## config.mk

```make
export PLATFORM = sky130hd
export DESIGN_NAME = alu_issue_stage
export DESIGN_NICKNAME = d
export VERILOG_FILES = /design/src/rtl/alu_issue_stage.sv
export SDC_FILE = /design/constraint.sdc
export NUM_CORES = 1
export LEC_CHECK = 0
export BUFFER_PORTS_ARGS = -buffer_cell sky130_fd_sc_hd__buf_2
export CAP_MARGIN = 0
export CORE_MARGIN = 8
export CORE_UTILIZATION = 47
export DETAILED_ROUTE_END_ITERATION = 12
export PLACE_DENSITY = 0.71
export SYNTH_ARGS = -nofsm -noshare
export SYNTH_HDL_FRONTEND = slang
export SYNTH_SLANG_ARGS = --single-unit
```

## constraint.sdc

```tcl
create_clock -name clk -period 13.3 [get_ports clk]
set_input_delay 2.66 -clock clk [delete_from_list [all_inputs] [get_ports clk]]
set_output_delay 2.66 -clock clk [all_outputs]
set_load 0.05 [all_outputs]
```

## src/rtl/alu_issue_stage.sv

```systemverilog
// -----------------------------------------------------------------------------
// alu_issue_stage
//
// Execute-issue stage sitting directly in front of the ALU. It accepts a
// decoded register-read bundle (instruction word plus rs1/rs2 values) over a
// valid/ready handshake. It translates RV32IM R-type and I-type ALU
// instructions into the ALU's one-hot operation select and its two operands.
// The result is presented through a two-entry (main + skid) buffer, so the ALU
// side can stall without losing or duplicating bundles.
//
// Ports:
//   clk              rising-edge clock
//   rst              asynchronous active-high reset
//   in_valid         upstream bundle valid
//   in_ready         stage can accept (registered, equals "skid entry empty")
//   instr            RV32 instruction word
//   rs1_data         source register 1 value
//   rs2_data         source register 2 value
//   flush            synchronous pipeline kill (clears both entries)
//   out_valid        ALU bundle valid
//   out_ready        downstream accepts
//   alu_in1          operand 1 (always rs1_data)
//   alu_in2          operand 2 (rs2_data, sign-extended imm, or shift amount)
//   alu_instructions one-hot ALU op select, zero for illegal bundles
//   rd               destination register index
//   illegal          bundle carries an undecodable instruction
//   illegal_count    saturating count of accepted illegal instructions
// -----------------------------------------------------------------------------
module alu_issue_stage #(
    parameter int XLEN  = 32,
    parameter int OP_W  = 13,
    parameter int CNT_W = 16
) (
    input  logic             clk,
    input  logic             rst,
    input  logic             in_valid,
    output logic             in_ready,
    input  logic [31:0]      instr,
    input  logic [XLEN-1:0]  rs1_data,
    input  logic [XLEN-1:0]  rs2_data,
    input  logic             flush,
    output logic             out_valid,
    input  logic             out_ready,
    output logic [XLEN-1:0]  alu_in1,
    output logic [XLEN-1:0]  alu_in2,
    output logic [OP_W-1:0]  alu_instructions,
    output logic [4:0]       rd,
    output logic             illegal,
    output logic [CNT_W-1:0] illegal_count
);

    // One buffered ALU bundle.
    typedef struct packed {
        logic [XLEN-1:0] in1;
        logic [XLEN-1:0] in2;
        logic [OP_W-1:0] op;
        logic [4:0]      rd;
        logic            illegal;
    } bundle_t;

    localparam int      BUNDLE_W    = $bits(bundle_t);
    localparam bundle_t BUNDLE_ZERO = bundle_t'({BUNDLE_W{1'b0}});

    // Opcodes and funct7 encodings recognised by the decoder.
    localparam logic [6:0] OPC_OP     = 7'b0110011;
    localparam logic [6:0] OPC_OP_IMM = 7'b0010011;
    localparam logic [6:0] F7_BASE    = 7'b0000000;
    localparam logic [6:0] F7_ALT     = 7'b0100000;
    localparam logic [6:0] F7_MULDIV  = 7'b0000001;

    // One-hot ALU operation select values.
    localparam logic [OP_W-1:0] OP_NONE = 13'd0;
    localparam logic [OP_W-1:0] OP_ADD  = 13'd1;
    localparam logic [OP_W-1:0] OP_SUB  = 13'd2;
    localparam logic [OP_W-1:0] OP_XOR  = 13'd4;
    localparam logic [OP_W-1:0] OP_OR   = 13'd8;
    localparam logic [OP_W-1:0] OP_AND  = 13'd16;
    localparam logic [OP_W-1:0] OP_SLL  = 13'd32;
    localparam logic [OP_W-1:0] OP_SRL  = 13'd64;
    localparam logic [OP_W-1:0] OP_SRA  = 13'd128;
    localparam logic [OP_W-1:0] OP_SLT  = 13'd256;
    localparam logic [OP_W-1:0] OP_SLTU = 13'd512;
    localparam logic [OP_W-1:0] OP_MUL  = 13'd1024;
    localparam logic [OP_W-1:0] OP_DIV  = 13'd2048;
    localparam logic [OP_W-1:0] OP_REM  = 13'd4096;

    localparam logic [CNT_W-1:0] CNT_MAX = {CNT_W{1'b1}};
    localparam logic [CNT_W-1:0] CNT_ONE = {{(CNT_W-1){1'b0}}, 1'b1};

    // Instruction fields.
    logic [6:0]      opcode_s;
    logic [2:0]      funct3_s;
    logic [6:0]      funct7_s;
    logic [XLEN-1:0] imm_i_s;
    logic [XLEN-1:0] shamt_s;
    logic [4:0]      unused_rs1_field_s;

    assign opcode_s = instr[6:0];
    assign funct3_s = instr[14:12];
    assign funct7_s = instr[31:25];
    assign imm_i_s  = {{(XLEN-12){instr[31]}}, instr[31:20]};
    assign shamt_s  = {{(XLEN-5){1'b0}}, instr[24:20]};
    // The rs1 index was already used by the register-file read upstream.
    assign unused_rs1_field_s = instr[19:15];

    // State: main (output) entry, skid entry, ready flag, illegal counter.
    bundle_t          main_q, main_d;
    bundle_t          skid_q, skid_d;
    logic             main_valid_q, main_valid_d;
    logic             skid_valid_q, skid_valid_d;
    logic             in_ready_q, in_ready_d;
    logic [CNT_W-1:0] cnt_q, cnt_d;

    bundle_t dec_s;
    logic    acc_s;
    logic    pop_s;

    // Decode the incoming instruction into an ALU bundle.
    always_comb begin
        dec_s.in1     = rs1_data;
        dec_s.in2     = rs2_data;
        dec_s.op      = OP_NONE;
        dec_s.rd      = instr[11:7];
        dec_s.illegal = 1'b0;
        case (opcode_s)
            OPC_OP: begin
                dec_s.in2 = rs2_data;
                case ({funct7_s, funct3_s})
                    {F7_BASE,   3'b000}: dec_s.op = OP_ADD;
                    {F7_BASE,   3'b001}: dec_s.op = OP_SLL;
                    {F7_BASE,   3'b010}: dec_s.op = OP_SLT;
                    {F7_BASE,   3'b011}: dec_s.op = OP_SLTU;
                    {F7_BASE,   3'b100}: dec_s.op = OP_XOR;
                    {F7_BASE,   3'b101}: dec_s.op = OP_SRL;
                    {F7_BASE,   3'b110}: dec_s.op = OP_OR;
                    {F7_BASE,   3'b111}: dec_s.op = OP_AND;
                    {F7_ALT,    3'b000}: dec_s.op = OP_SUB;
                    {F7_ALT,    3'b101}: dec_s.op = OP_SRA;
                    {F7_MULDIV, 3'b000}: dec_s.op = OP_MUL;
                    {F7_MULDIV, 3'b100}: dec_s.op = OP_DIV;
                    {F7_MULDIV, 3'b110}: dec_s.op = OP_REM;
                    default:             dec_s.illegal = 1'b1;
                endcase
            end
            OPC_OP_IMM: begin
                dec_s.in2 = imm_i_s;
                case (funct3_s)
                    3'b000: dec_s.op = OP_ADD;
                    3'b010: dec_s.op = OP_SLT;
                    3'b011: dec_s.op = OP_SLTU;
                    3'b100: dec_s.op = OP_XOR;
                    3'b110: dec_s.op = OP_OR;
                    3'b111: dec_s.op = OP_AND;
                    3'b001: begin
                        // Shifts take only the 5-bit shamt; upper bits select the variant.
                        dec_s.in2 = shamt_s;
                        if (funct7_s == F7_BASE) begin
                            dec_s.op = OP_SLL;
                        end else begin
                            dec_s.illegal = 1'b1;
                        end
                    end
                    3'b101: begin
                        dec_s.in2 = shamt_s;
                        if (funct7_s == F7_BASE) begin
                            dec_s.op = OP_SRL;
                        end else if (funct7_s == F7_ALT) begin
                            dec_s.op = OP_SRA;
                        end else begin
                            dec_s.illegal = 1'b1;
                        end
                    end
                    default: dec_s.illegal = 1'b1;
                endcase
            end
            default: dec_s.illegal = 1'b1;
        endcase
    end

    // A bundle presented alongside flush is never accepted.
    assign acc_s = in_valid & in_ready_q & ~flush;
    assign pop_s = main_valid_q & out_ready;

    // Main/skid buffer next state.
    always_comb begin
        main_d       = main_q;
        skid_d       = skid_q;
        main_valid_d = main_valid_q;
        skid_valid_d = skid_valid_q;
        if (flush) begin
            main_d       = BUNDLE_ZERO;
            skid_d       = BUNDLE_ZERO;
            main_valid_d = 1'b0;
            skid_valid_d = 1'b0;
        end else if (pop_s) begin
            if (skid_valid_q) begin
                // Skid drains into main; in_ready was low, so nothing new arrives.
                main_d       = skid_q;
                main_valid_d = 1'b1;
                skid_valid_d = 1'b0;
            end else if (acc_s) begin
                main_d       = dec_s;
                main_valid_d = 1'b1;
            end else begin
                main_valid_d = 1'b0;
            end
        end else if (!main_valid_q) begin
            if (acc_s) begin
                main_d       = dec_s;
                main_valid_d = 1'b1;
            end else begin
                main_valid_d = 1'b0;
            end
        end else begin
            // Main is stalled: an accepted bundle parks in the skid entry.
            if (acc_s) begin
                skid_d       = dec_s;
                skid_valid_d = 1'b1;
            end else begin
                skid_valid_d = skid_valid_q;
            end
        end
        in_ready_d = ~skid_valid_d;
    end

    // Saturating illegal-instruction counter; flush does not clear it.
    always_comb begin
        cnt_d = cnt_q;
        if (acc_s && dec_s.illegal) begin
            if (cnt_q != CNT_MAX) begin
                cnt_d = cnt_q + CNT_ONE;
            end else begin
                cnt_d = cnt_q;
            end
        end else begin
            cnt_d = cnt_q;
        end
    end

    // State registers with asynchronous reset.
    always_ff @(posedge clk or posedge rst) begin
        if (rst) begin
            main_q       <= BUNDLE_ZERO;
            skid_q       <= BUNDLE_ZERO;
            main_valid_q <= 1'b0;
            skid_valid_q <= 1'b0;
            in_ready_q   <= 1'b1;
            cnt_q        <= {CNT_W{1'b0}};
        end else begin
            main_q       <= main_d;
            skid_q       <= skid_d;
            main_valid_q <= main_valid_d;
            skid_valid_q <= skid_valid_d;
            in_ready_q   <= in_ready_d;
            cnt_q        <= cnt_d;
        end
    end

    assign in_ready         = in_ready_q;
    assign out_valid        = main_valid_q;
    assign alu_in1          = main_q.in1;
    assign alu_in2          = main_q.in2;
    assign alu_instructions = main_q.op;
    assign rd               = main_q.rd;
    assign illegal          = main_q.illegal;
    assign illegal_count    = cnt_q;

endmodule

```

==> results.toml <==
[layout]
proportion_of_layout_cells_with_a_drive_suffix_above_1_pct = 26.3
num-fill-cells = 1585
layout-area-overhead-vs-synth_pct = 19.8
final_stage_net_count = 1096
layout.cell_area.non_filler_um2 = 10300

[route]
drt_pass1_iterations = 5
post_drt_wl_per_cell_um = 20.7
final_antenna_net_count = 0
drc = 0
avgViaCountPerCell = 6.11
num_vias = 7563
dr.first_iter.drc_count = 612
total_wirelength_of_the_detailed_routed_design_mm = 25.7

[floorplanning]
dieHeight_um = 151
design.die.area_um2 = 22900
start_util_pct = 48.0
design.portCount = 202
coreArea_um2 = 18000
placement_rows = 49
chipWidth_um = 151

[power]
switching_share_pct = 33.5
pwr-share-seq_pct = 45.1
vdd_ir_drop_max_mv = 0.157
power_switching_mw = 0.458
pwr_density_cell_nw_per_um2 = 133
comb_power_share_pct = 18.6
static-leakage-power_nw = 4.96
power_report.internal_total_mw = 0.910
fin_total_pwr_mw = 1.37
pwr-share-clk_pct = 36.3

[timing]
final.setup_skew_ns = 0.00845
finalHoldViolCount = 0
layout_worst_path_cycle_share_pct = 35.8
setup_ws_ns = 8.53
post-route-min-period_ns = 4.77
max_clock_freq_ghz = 0.210
rsz0062_at_grt = "false"
timing.setup.tns_ns = 0
worstMarginPinSlew_ns = 1.11
slew_headroom_pct = 25.7
report.final.setup_viol = 0
finalMaxSlewViolations = 0

[synthesis]
mappedNetlistNets = 944
synth.top_cell.area_share_pct = 53.4
yosys_cell_types = 58
synth_top_family_by_area = "compound AO/OA/AOI/OAI gates"
asyncSetResetFlopFracSynth_pct = 100
synth.top_cells.by_count = "184 x sky130_fd_sc_hd__dfrtp_1, 83 x sky130_fd_sc_hd__nor2_1, 67 x sky130_fd_sc_hd__a211oi_1"
synthesis.instances = 842
ys_seq_elements = 185
yosys.area_share.xor_xnor_pct = 1.52
ys_warn_count = 0
synth-compound-area-share_pct = 26.8
count_of_flip_flops_with_a_built_in_enable_after_synthesis = 0
synth_area_um2 = 8620
post_synth_mux_area_share_pct = 1.87
ys_dominant_reg_cell = "sky130_fd_sc_hd__dfrtp_1"
top_count_cell_post_synth = "sky130_fd_sc_hd__dfrtp_1"
synth_seq_area_share_pct = 53.7
netlist.top_cell.by_area = "sky130_fd_sc_hd__dfrtp_1"
postSynthAreaPerCell_um2 = 10.2
post_synth_main_area_contributors = "sky130_fd_sc_hd__dfrtp_1 53%, sky130_fd_sc_hd__a211oi_1 5.8%, sky130_fd_sc_hd__a22o_1 4.3%, sky130_fd_sc_hd__nor2_1 3.6%, sky130_fd_sc_hd__a22oi_1 3.2%"
synthSimpleGateAreaFrac_pct = 11.6
yosys.area_share.adder_pct = 0.145

[cts]
post_cts_resized = 0
clk-insertion-delay-late_ns = 0.43
cts.root.buffer_cell = "sky130_fd_sc_hd__clkbuf_16"
numClockSinks = 185
cts.htree.levels = 4
post_cts.repair.setup_buffers = 0
cts-hold-fix-buffers = 0
clockBufferDepth = 2
cts_inserted_buffers = 17
cts_tree = "done"
cts.clk_slew.worst_paths_ns = 0.07

[min_path]
whs_path_depth = 2
hold_end = "skid_q[47]$_DFFE_PP0P_"
hold_path_class = "reg -> reg"
holdCritStartpoint = "skid_q[47]$_DFFE_PP0P_"

[worst_setup_path]
critical_path_required_ns = 13.67
crit_start = "flush"
timing.critical_path.fanout_max = 40
ff2ff_path_depth = 5
worst-endpoint-arrival_ns = 5.14
setup.reg_to_reg.worst_slack_ns = 10.50
rr_startpoint = "in_ready$_DFF_PP1_"
rr_endpoint = "skid_q[14]$_DFFE_PP0P_"
timing.critical_path.from_type = "input pin"
end_kind = "flop"
crit_type = "in -> reg"

[place]
port_buffers = 196
placement.setup.worst_slack_ns = 8.16
gp_routability_congestion = 0.867
dpl_cell_area_um2 = 9730
hpwl_mm = 16.0

[grt]
grt_start_max_net_pins = 81
grt_overflow = 0
number_of_global_route_vias_before_repair = 7544
initial_antenna_violation_count = 1
gr-usage-all-layers_pct = 22.4
grt_first_pass_wirelength_mm = 40.6

[run_status]
run_status = "complete, no violations"

[job]
cap_viol_max_count = 0
[worst max path at each step]
stage | cells past startpoint | endpoint | slack [ns]
after global placement | 6 | skid_q[14]$_DFFE_PP0P_ | 8.16
after CTS | 6 | skid_q[14]$_DFFE_PP0P_ | 8.62
after floorplan | 1 | alu_in1[0]$_DFFE_PP0P_ | 5.61
after global routing | 6 | illegal_count[1]$_DFFE_PP0P_ | 8.42
after detailed placement | 6 | skid_q[14]$_DFFE_PP0P_ | 8.16
final | 6 | skid_q[14]$_DFFE_PP0P_ | 8.53
[final cells by class]
| type | instances | area, um2 | area share, % |
|---|---|---|---|
| inverter | 13 | 53.8 | 0.521 |
| clock buffer | 17 | 425 | 4.12 |
| tap | 229 | 287 | 2.78 |
| clock inverter | 15 | 156 | 1.52 |
| antenna | 1 | 2.50 | 0.0243 |
| multi-input combinational | 566 | 3670 | 35.5 |
| sequential | 185 | 4630 | 44.9 |
| timing repair buffer | 211 | 1100 | 10.6 |
[power groups by stage]
stage | registers, mW | logic, mW | clock network (mW)
after CTS | 0.617 | 0.256 | 0.506
after global routing | 0.622 | 0.273 | 0.529
final | 0.618 | 0.254 | 0.497
after global placement | 0.627 | 0.253 | 0
after detailed placement | 0.628 | 0.255 | 0
after floorplan | 0.712 | 0.0905 | 0
[flip-flops by register name, indices dropped and copies added, names as in the netlist]
register,flops
skid_q,83
illegal_count,16
alu_in2,32
alu_in1,32
in_ready,1
alu_instructions,13
rd,5
skid_valid_q,1
out_valid,1
illegal,1
[per-layer routing]
metal  vias to the layer above  global-route usage, %  part of all wire (%)
met5                         -                      0                     0
met2                       298                   35.2                    48
li1                       3492                      -                     -
met3                        26                   6.12                   7.8
met4                         0                   6.63                   1.4
met1                      3747                   29.6                    43
[placed cells by master (no fill, tap or decap), drive strengths merged, types with 3 or more instances in the layout]
master / Yosys / final
a22o: 42 / 42
o211ai: 3 / 3
nand2b: 5 / 5
a21o: 5 / 5
xor2: 12 / 12
nor4: 5 / 5
dfrtp: 184 / 184
xnor2: 3 / 3
buf: 25 / 211
nand3: 12 / 12
a32o: 7 / 7
nand4: 9 / 9
nand3b: 10 / 10
a211oi: 68 / 68
o32ai: 21 / 21
nor3: 9 / 9
and3: 4 / 4
inv: 13 / 21
nor2b: 4 / 4
o22ai: 43 / 43
o21ai: 52 / 52
a22oi: 37 / 37
a31oi: 3 / 3
mux2i: 15 / 15
nand2: 55 / 55
clkbuf: 53 / 17
clkinv: 0 / 6
a21oi: 35 / 35
nor2: 84 / 84
[metrics by stage]
stage / util, % / std cells / hold WS [ns]
finish: 57.4 / 1237 / 0.484
global route: 57.4 / 1237 / 0.497
CTS: 57.4 / 1236 / 0.486
detailed placement: 54.2 / 1204 / 0.471
global placement: 54.2 / 1204 / 0.462
floorplan: - / 842 / 0.447
[worst max-delay path: stages]
cell and delay (ns):
sky130_fd_sc_hd__buf_4 0.25, sky130_fd_sc_hd__and3b_1 0.26, sky130_fd_sc_hd__buf_4 0.42, sky130_fd_sc_hd__nand2_1 0.77
sky130_fd_sc_hd__nor2_1 0.50, sky130_fd_sc_hd__a32o_1 0.23
[kinds of logic (layout without fill, tap and decap cells)]
group,Yosys count,count (layout)
compound gates,325,325
xor+xnor,15,15
fa+ha+maj,1,1
buf+inv,91,256
flops,185,185
mux,16,16
other cells,0,1
simple gates,209,209
Note: power is estimated with default switching activity, not from simulation.
